File: config.mk
export PLATFORM = sky130hd
export DESIGN_NAME = clk_mux_cfg_seq
export DESIGN_NICKNAME = d
export VERILOG_FILES = /design/src/rtl/clk_mux_cfg_pkg.sv /design/src/rtl/clk_mux_cfg_timer.sv /design/src/rtl/clk_mux_cfg_seq.sv
export SDC_FILE = /design/constraint.sdc
export NUM_CORES = 1
export LEC_CHECK = 0
export CAP_MARGIN = 10
export CORE_MARGIN = 4
export CORE_UTILIZATION = 48
export CTS_CLUSTER_SIZE = 20
export DETAILED_ROUTE_END_ITERATION = 8
export PLACE_DENSITY = 0.75
export SLEW_MARGIN = 0
export SYNTH_ARGS = -nofsm -noshare
export SYNTH_HDL_FRONTEND = slang
export SYNTH_SLANG_ARGS = --single-unit
File: constraint.sdc
create_clock -name clk -period 2 [get_ports clk]
set_input_delay 0.3 -clock clk [delete_from_list [all_inputs] [get_ports clk]]
set_output_delay 0.3 -clock clk [all_outputs]
set_load 0.02 [all_outputs]
File: src/rtl/clk_mux_cfg_pkg.sv
// Shared types and helpers for the global clock-mux CRAM programming sequencer.
package clk_mux_cfg_pkg;

    typedef enum logic [2:0] {
        IDLE,
        CLR,
        SETUP,
        WL,
        HOLD,
        DONE
    } state_t;

    localparam int CRAM_ROWS = 2;
    localparam int BANK_BITS = 4;
    localparam int CFG_W     = 8;
    localparam int ROW_W     = $clog2(CRAM_ROWS);
    localparam int BL_W      = 2 * (BANK_BITS / CRAM_ROWS);

    // Bitline pattern for one CRAM row: low pair feeds the left bank, high pair the right.
    function automatic logic [BL_W-1:0] bl_map(input logic [ROW_W-1:0] row,
                                               input logic [CFG_W-1:0] data);
        logic [BL_W-1:0] bl;
        bl[1:0] = data[2*int'(row) +: 2];
        bl[3:2] = data[BANK_BITS + 2*int'(row) +: 2];
        return bl;
    endfunction

endpackage

File: src/rtl/clk_mux_cfg_timer.sv
// Loadable down-counter with a zero flag; it parks at zero instead of wrapping.
module clk_mux_cfg_timer #(
    parameter int W = 3
) (
    input  logic         clk,
    input  logic         reset,
    input  logic         load,
    input  logic [W-1:0] load_val,
    output logic         zero
);

    logic [W-1:0] count_reg;

    always_ff @(posedge clk or posedge reset) begin
        if (reset) begin
            count_reg <= '0;
        end else if (load) begin
            count_reg <= load_val;
        end else if (count_reg != '0) begin
            count_reg <= count_reg - 1'b1;
        end
    end

    assign zero = (count_reg == '0);

endmodule

File: src/rtl/clk_mux_cfg_seq.sv
// Programming sequencer for the 4-net global clock-mux CRAM banks: clear both banks,
// then write them row by row through bitlines, pass gates and wordline pulses.
import clk_mux_cfg_pkg::*;

module clk_mux_cfg_seq #(
    parameter int RST_CYC   = 4,
    parameter int SETUP_CYC = 2,
    parameter int WL_CYC    = 4,
    parameter int HOLD_CYC  = 2
) (
    input  logic             clk,
    input  logic             reset,
    input  logic             cfg_valid,
    input  logic [CFG_W-1:0] cfg_data,
    output logic             cfg_ready,
    input  logic             pwr_dn,
    output logic             busy,
    output logic             done,
    output logic             prog,
    output logic [BL_W-1:0]  bl_out,
    output logic             bl_oe,
    output logic [1:0]       wl_l,
    output logic [1:0]       wl_r,
    output logic [1:0]       pgate_l,
    output logic [1:0]       pgate_r,
    output logic [1:0]       reset_l,
    output logic [1:0]       reset_r,
    output logic [1:0]       vdd_cntl_l,
    output logic [1:0]       vdd_cntl_r
);

    localparam int MAX_RS  = (RST_CYC > SETUP_CYC) ? RST_CYC : SETUP_CYC;
    localparam int MAX_WH  = (WL_CYC > HOLD_CYC) ? WL_CYC : HOLD_CYC;
    localparam int MAX_CYC = (MAX_RS > MAX_WH) ? MAX_RS : MAX_WH;
    localparam int TMR_W   = $clog2(MAX_CYC) + 1;

    state_t             state_reg, state_next;
    logic [ROW_W-1:0]   row_reg, row_next;
    logic [CFG_W-1:0]   data_reg;
    logic               timer_load;
    logic [TMR_W-1:0]   timer_val;
    logic               timer_zero;
    logic               accept;
    logic               in_row_next;
    logic [CRAM_ROWS-1:0] pgate_next, wl_next;

    logic               busy_reg, done_reg, prog_reg, bl_oe_reg;
    logic [BL_W-1:0]    bl_out_reg;
    logic [1:0]         wl_reg, pgate_reg, clr_reg, vdd_reg;

    assign cfg_ready = (state_reg == IDLE) && !pwr_dn;
    assign accept    = cfg_valid && cfg_ready;

    clk_mux_cfg_timer #(
        .W(TMR_W)
    ) u_timer (
        .clk      (clk),
        .reset    (reset),
        .load     (timer_load),
        .load_val (timer_val),
        .zero     (timer_zero)
    );

    // Next state and timer reload; each state entry reloads the timer with its length minus one.
    always_comb begin
        state_next = state_reg;
        row_next   = row_reg;
        timer_load = 1'b0;
        timer_val  = '0;
        case (state_reg)
            IDLE: begin
                if (accept) begin
                    state_next = CLR;
                    row_next   = '0;
                    timer_load = 1'b1;
                    timer_val  = TMR_W'(RST_CYC - 1);
                end
            end
            CLR: begin
                if (timer_zero) begin
                    state_next = SETUP;
                    row_next   = '0;
                    timer_load = 1'b1;
                    timer_val  = TMR_W'(SETUP_CYC - 1);
                end
            end
            SETUP: begin
                if (timer_zero) begin
                    state_next = WL;
                    timer_load = 1'b1;
                    timer_val  = TMR_W'(WL_CYC - 1);
                end
            end
            WL: begin
                if (timer_zero) begin
                    state_next = HOLD;
                    timer_load = 1'b1;
                    timer_val  = TMR_W'(HOLD_CYC - 1);
                end
            end
            HOLD: begin
                if (timer_zero) begin
                    timer_load = 1'b1;
                    if (row_reg == ROW_W'(CRAM_ROWS - 1)) begin
                        state_next = DONE;
                        timer_val  = '0;
                    end else begin
                        state_next = SETUP;
                        row_next   = row_reg + 1'b1;
                        timer_val  = TMR_W'(SETUP_CYC - 1);
                    end
                end
            end
            DONE: begin
                state_next = IDLE;
                timer_load = 1'b1;
                timer_val  = '0;
            end
            default: begin
                state_next = IDLE;
            end
        endcase
    end

    assign in_row_next = (state_next == SETUP) || (state_next == WL) || (state_next == HOLD);

    genvar gi;
    generate
        for (gi = 0; gi < CRAM_ROWS; gi++) begin : g_row
            assign pgate_next[gi] = in_row_next && (row_next == ROW_W'(gi));
            assign wl_next[gi]    = (state_next == WL) && (row_next == ROW_W'(gi));
        end
    endgenerate

    // Outputs are decoded from the next state so they line up with the state register.
    always_ff @(posedge clk or posedge reset) begin
        if (reset) begin
            state_reg  <= IDLE;
            row_reg    <= '0;
            data_reg   <= '0;
            busy_reg   <= 1'b0;
            done_reg   <= 1'b0;
            prog_reg   <= 1'b0;
            bl_oe_reg  <= 1'b0;
            bl_out_reg <= '0;
            wl_reg     <= '0;
            pgate_reg  <= '0;
            clr_reg    <= '0;
            vdd_reg    <= '0;
        end else begin
            state_reg  <= state_next;
            row_reg    <= row_next;
            if (accept) begin
                data_reg <= cfg_data;
            end
            busy_reg   <= (state_next != IDLE);
            prog_reg   <= (state_next != IDLE);
            done_reg   <= (state_next == DONE);
            bl_oe_reg  <= in_row_next;
            bl_out_reg <= in_row_next ? bl_map(row_next, data_reg) : '0;
            wl_reg     <= wl_next;
            pgate_reg  <= pgate_next;
            clr_reg    <= (state_next == CLR) ? 2'b11 : 2'b00;
            vdd_reg    <= ((state_reg == IDLE) && pwr_dn) ? 2'b11 : 2'b00;
        end
    end

    assign busy       = busy_reg;
    assign done       = done_reg;
    assign prog       = prog_reg;
    assign bl_oe      = bl_oe_reg;
    assign bl_out     = bl_out_reg;
    assign wl_l       = wl_reg;
    assign wl_r       = wl_reg;
    assign pgate_l    = pgate_reg;
    assign pgate_r    = pgate_reg;
    assign reset_l    = clr_reg;
    assign reset_r    = clr_reg;
    assign vdd_cntl_l = vdd_reg;
    assign vdd_cntl_r = vdd_reg;

endmodule

Word-level counts from Yosys, hierarchy flattened
Index checks and enable logic that the tools add are counted.

Flip-flop bits (word level): 30. Latch bits: 0. Memory bits (writable): 0. ROM bits: 0. Word-level logic and storage cells: 71. Memories kept: 0.

Add/subtract/negate cells: 3. Multipliers: 0. Div/mod/pow operators: 0. Magnitude comparators: 0. Equal/unequal tests: 10. Shifts and indexed selects: 2. Muxes and demuxes: 26. Bitwise operators: 1. Reductions and logical operators: 17.

Operators with widths (count): $mux W3 (8); $pmux W3 S5 (1); $eq A3 B2 Y1 const B (4); $eq A3 B3 Y1 const B (4); $mux W1 (9); $mux W2 (4); $pmux W2 S4 (1); $shiftx A8 B3 Y2 (1); $shiftx A8 B5 Y2 (1); $logic_and A1 B1 Y1 (7); $eq A3 B1 Y1 const B (2); $logic_not A3 Y1 (2); $pmux W1 S3 (2); $reduce_bool A3 Y1 (2); $add A3 B2 Y4 const A (1); $mux W4 (1); $reduce_or A4 Y1 (1); $sub A3 B1 Y3 const B (1); $logic_or A1 B1 Y1 (2); $reduce_bool A2 Y1 (1); $reduce_or A2 Y1 (1); $add A1 B1 Y1 const B (1); $logic_not A1 Y1 (1); $not A1 Y1 (1).

Longest topological paths before layout
Word-level depth: 9. Depth in mapped cells: 7.

By module
From an unflattened synthesis, not the netlist that was laid out.

Cells, all modules: 133. Area, all modules: 1425.1 um^2.

Modules (own cells, without submodules): clk_mux_cfg_seq (instances 1, cells each 111, area an instance 1221.2 um^2); clk_mux_cfg_timer (instances 1, cells each 22, area an instance 203.9 um^2).

Least setup slack after synthesis
OpenSTA, ideal clock, no wires.

Path kind: register to register. From: register u_timer.count_reg[0]. To: register pgate_reg[1], in the netlist pgate_l[1]. Arrival: 1.474 ns. Data required time: 1.881 ns. Slack: 0.407 ns. Cell stages (with the launch flop): 8. Cells stage by stage: dfrtp_1 > inv_1 > ha_1 > nand2b_4 > and2_1 > o32a_1 > buf_6 > and2_1.

RTL lines: start: declaration (RTL line clk_mux_cfg_timer.sv:12) `logic [W-1:0] count_reg;`; start signal: assignment (RTL line clk_mux_cfg_timer.sv:18) `count_reg <= load_val;`; start signal: assignment (RTL line clk_mux_cfg_timer.sv:20) `count_reg <= count_reg - 1'b1;`; $logic_not A3 Y1 * (RTL line clk_mux_cfg_timer.sv:24) `assign zero = (count_reg == '0);`; $mux W1 (on tied branches) (RTL line clk_mux_cfg_seq.sv:102, clk_mux_cfg_seq.sv:80); $pmux W1 S3 * (RTL line clk_mux_cfg_seq.sv:70) `case (state_reg)`; via row_next (RTL line clk_mux_cfg_seq.sv:38) `logic [ROW_W-1:0] row_reg, row_next;`; $logic_and A1 B1 Y1 * (RTL line clk_mux_cfg_seq.sv:130) `assign pgate_next[gi] = in_row_next && (row_next == ROW_W'(gi));`; via pgate_next[1] (RTL line clk_mux_cfg_seq.sv:45) `logic [CRAM_ROWS-1:0] pgate_next, wl_next;`; end signal: assignment (RTL line clk_mux_cfg_seq.sv:162) `pgate_reg <= pgate_next;`; end: declaration (RTL line clk_mux_cfg_seq.sv:49) `logic [1:0] wl_reg, pgate_reg, clr_reg, vdd_reg;`.

Mark *: on every way through the listed nets, which the timed path passes. The rest lies on a longest branch. A chain may end at the register's enable or synchronous reset.

Worst setup path in the final report
From: register state_reg[2]. To: output cfg_ready.

Cells in the longest elaborated chain, start to end: 2.

Ends and longest elaborated chain: start: declaration (RTL line clk_mux_cfg_seq.sv:37) `state_t state_reg, state_next;`; start signal: assignment (RTL line clk_mux_cfg_seq.sv:151) `state_reg <= state_next;`; $logic_not A3 Y1 (RTL line clk_mux_cfg_seq.sv:51) `assign cfg_ready = (state_reg == IDLE) && !pwr_dn;`; $logic_and A1 B1 Y1 (RTL line clk_mux_cfg_seq.sv:51); end: declaration (RTL line clk_mux_cfg_seq.sv:15) `output logic cfg_ready,`.

Every way passes these cells.

==> impl_metrics.csv <==
group,metric,value,unit
run_status,outcome,"finished clean",
global_route,grt_pass1_vias,969,
final_layout,final_util,0.629,
final_layout,final-seq-area,701,µm²
clocking,htree_levels,1,
sta,grt_setup_unrepaired,"no",
logic_synthesis,synth_top_family_by_area,"simple AND/OR/NAND/NOR gates",
final_layout,largest_reg_flops,8,
clocking,root_buffer,"clkbuf_4",
final_layout,multi_input_area,556,µm²
power,power,2.65,mW
sta,final_hold_viol_count,0,
detailed_routing,drt_iter0_drc,18,
sta,setup_viol,0,
final_layout,fillerInstances,244,
clocking,worstSkewPairLatency,0.33,ns
logic_synthesis,synthAdderAreaFrac,0.0178,
place,placed_cell_area,1720,µm²
place,place.gp.congestion,0.858,
detailed_routing,routed_via_density,5.37,
floorplanning,initial_utilization,0.505,
sta,worstMarginPinSlew,0.467,ns
place,hpwl,2040,µm
clocking,cts_buffers,3,
global_route,met3_usage,0.0432,
sta,period_share,0.887,
detailed_routing,drt-pass1-iter-count,5,
logic_synthesis,syn_area,1410,µm²
final_layout,drive_gt1_frac,0.157,
logic_synthesis,synth-simple-area-share,0.155,
logic_synthesis,synth_cells,124,
logic_synthesis,yosys_register_bits,28,
final_layout,syn2layout_area_growth,24.6,%
logic_synthesis,synth-compound-area-share,0.104,
setup_path,worstSetupEndpointType,"primary output",
logic_synthesis,synth_seq_area_share,0.499,
floorplanning,fp.dieW,62.1,µm
logic_synthesis,async_flop_share,1.00,
final_layout,antenna_cells,0,
clocking,post_cts_buffers,0,
final_layout,design_area,1750,µm²
final_layout,nets,168,
global_route,busiest_layer,"met2",
floorplanning,fp.dieH,62.1,µm
global_route,overflow,0,
clocking,ctsLongestPathBuffers,2,
global_route,antenna_found_initial,0,
detailed_routing,drc,0,
clocking,cts_hold_buf,0,
logic_synthesis,synth_ff_type,"dfrtp_1",
setup_path,critPathRequiredTime,1.70,ns
clocking,tritoncts,"done",
detailed_routing,ant_nets,0,
power,peakVddDrop,920,µV
clocking,cts.sinks,28,
sta,tns,0,ns
worst_hold_path,hold_class,"input port to async pin",
place,dp.cells,180,
setup_path,crit_fanout,2,
logic_synthesis,synth_edf_count,0,
floorplanning,io_pins,37,
sta,min_period,1.77,ns
setup_path,crit_path_start_kind,"register",
setup_path,cp.arrival,1.47,ns
clocking,clk_pin_slew,0.14,ns
global_route,grt_max_degree,29,
power,leakagePower,0.774,nW
final_layout,finalNonFillerCells,184,
sta,fmax,0.564,GHz
global_route,grtUsageMet2,0.250,
logic_synthesis,synth.area.mux_share,0.106,
setup_path,critPathKind,"register to primary output",
sta,relSlewSlack,0.689,
detailed_routing,wl,2650,µm
detailed_routing,vias,988,
logic_synthesis,synth_xor_area_frac,0.0125,
global_route,grt_use_met1,0.173,
sta,final_max_slew_viol_count,0,
floorplanning,dieArea,3860,µm²
flow_run,drv_cap,0,
global_route,grt_use_total,0.146,
sta,finClkSkew,0.00539,ns
detailed_routing,routedWlPerCell,14.4,µm
floorplanning,rows,19,
logic_synthesis,synth.avg_cell_area,11.3,µm²
logic_synthesis,synth_cell_types,36,
logic_synthesis,synth_warnings,0,
logic_synthesis,syn-num-nets,138,
floorplanning,core_area,2780,µm²
global_route,grt_pass1_wl,4590,µm
place,io_buffers,36,
power,power_density,1510,nW/µm²
## timing repair
action	CTS	global route
resized for setup	1	0
endpoints found under the hold margin	0	0
setup endpoints to repair	1	0
## metrics by stage
| step | hold slack [ns] | setup slack (ns) |
|---|---|---|
| 2_1_floorplan | 0.365 | 0.407 |
| 3_3_place_gp | 0.489 | 0.153 |
| 3_5_place_dp | 0.496 | 0.124 |
| 4_1_cts | 0.350 | 0.203 |
| 5_1_grt | 0.368 | 0.0241 |
| 6_report | 0.332 | 0.227 |
## logic make-up after synthesis
| kind of cell | count (synthesis) |
|---|---|
| compound gates | 19 |
| simple gates | 40 |
| mux | 12 |
| flops | 28 |
| buf+inv | 21 |
| xor+xnor | 2 |
| fa+ha+maj | 2 |
## critical path, cell delays in order (launching register included)
cell	delay, ns
dfrtp_1	0.41
or2_1	0.26
nor3_1	0.13
dlygate4sd2_1	0.35
## synth_stat cells (2+ instances only)
cell      number  area, µm²
dfrtp_1       28        701
mux2_2         3       33.8
buf_6          3       33.8
nor2b_1        3       18.8
buf_2          2       10.0
inv_1          4       15.0
nor2_1         8       30.0
mux2i_1        4       40.0
nand3_1        2       10.0
buf_4         12       90.1
o211ai_1       3       22.5
nand2_1       12       45.0
o21ai_0        6       30.0
and2_1         4       25.0
a21oi_1        4       20.0
mux2_4         5       75.1
ha_1           2       25.0
## layout make-up
| class | count | area share |
|---|---|---|
| multi-input combinational | 75 | 0.317 |
| timing repair buffer | 42 | 0.231 |
| tap | 31 | 0.0222 |
| sequential | 28 | 0.400 |
| clock buffer | 4 | 0.0207 |
| inverter | 4 | 0.00858 |
## placed cells by master, fill, tap and decap left out, types with 2 or more instances in the layout
cell type        count
clkdlybuf4s50_1     35
dfrtp_1             28
nand2_1             12
nor2_1               8
o21ai_0              6
buf_4                6
mux2_4               5
a21oi_1              4
inv_1                4
and2_1               4
mux2i_1              4
nor2b_1              3
o211ai_1             3
mux2_2               3
clkbuf_4             3
nand3_1              2
ha_1                 2
## routing by layer
layer | vias to the layer above | wire, µm
li1 | 466 | -
met1 | 482 | 1020
met2 | 34 | 1430
met3 | 6 | 160
met4 | 0 | 37
met5 | - | 0
## path summary, 6_finish.rpt
check                                                  from                          endpoint  slack (ns)  cells after the start
setup reg to reg           u_timer.count_reg[1]$_DFFE_PP0P_              pgate_l[1]$_DFF_PP0_        0.23                      6
hold reg to reg            u_timer.count_reg[0]$_DFFE_PP0P_  u_timer.count_reg[0]$_DFFE_PP0P_        0.52                      1
setup / recovery                     state_reg[2]$_DFF_PP0_                         cfg_ready        0.23                      3
min in group clk           u_timer.count_reg[0]$_DFFE_PP0P_  u_timer.count_reg[0]$_DFFE_PP0P_        0.52                      1
hold / removal                                        reset              pgate_l[0]$_DFF_PP0_        0.33                      3
max in group asynchronous                             reset           data_reg[4]$_DFFE_PP0P_        1.41                      3
## where the power goes
part	switching [mW]	internal (mW)
registers	0.141	0.790
logic	0.738	0.708
clock network	0.160	0.112
total	1.04	1.61
Power figures use the tool's default switching activity.
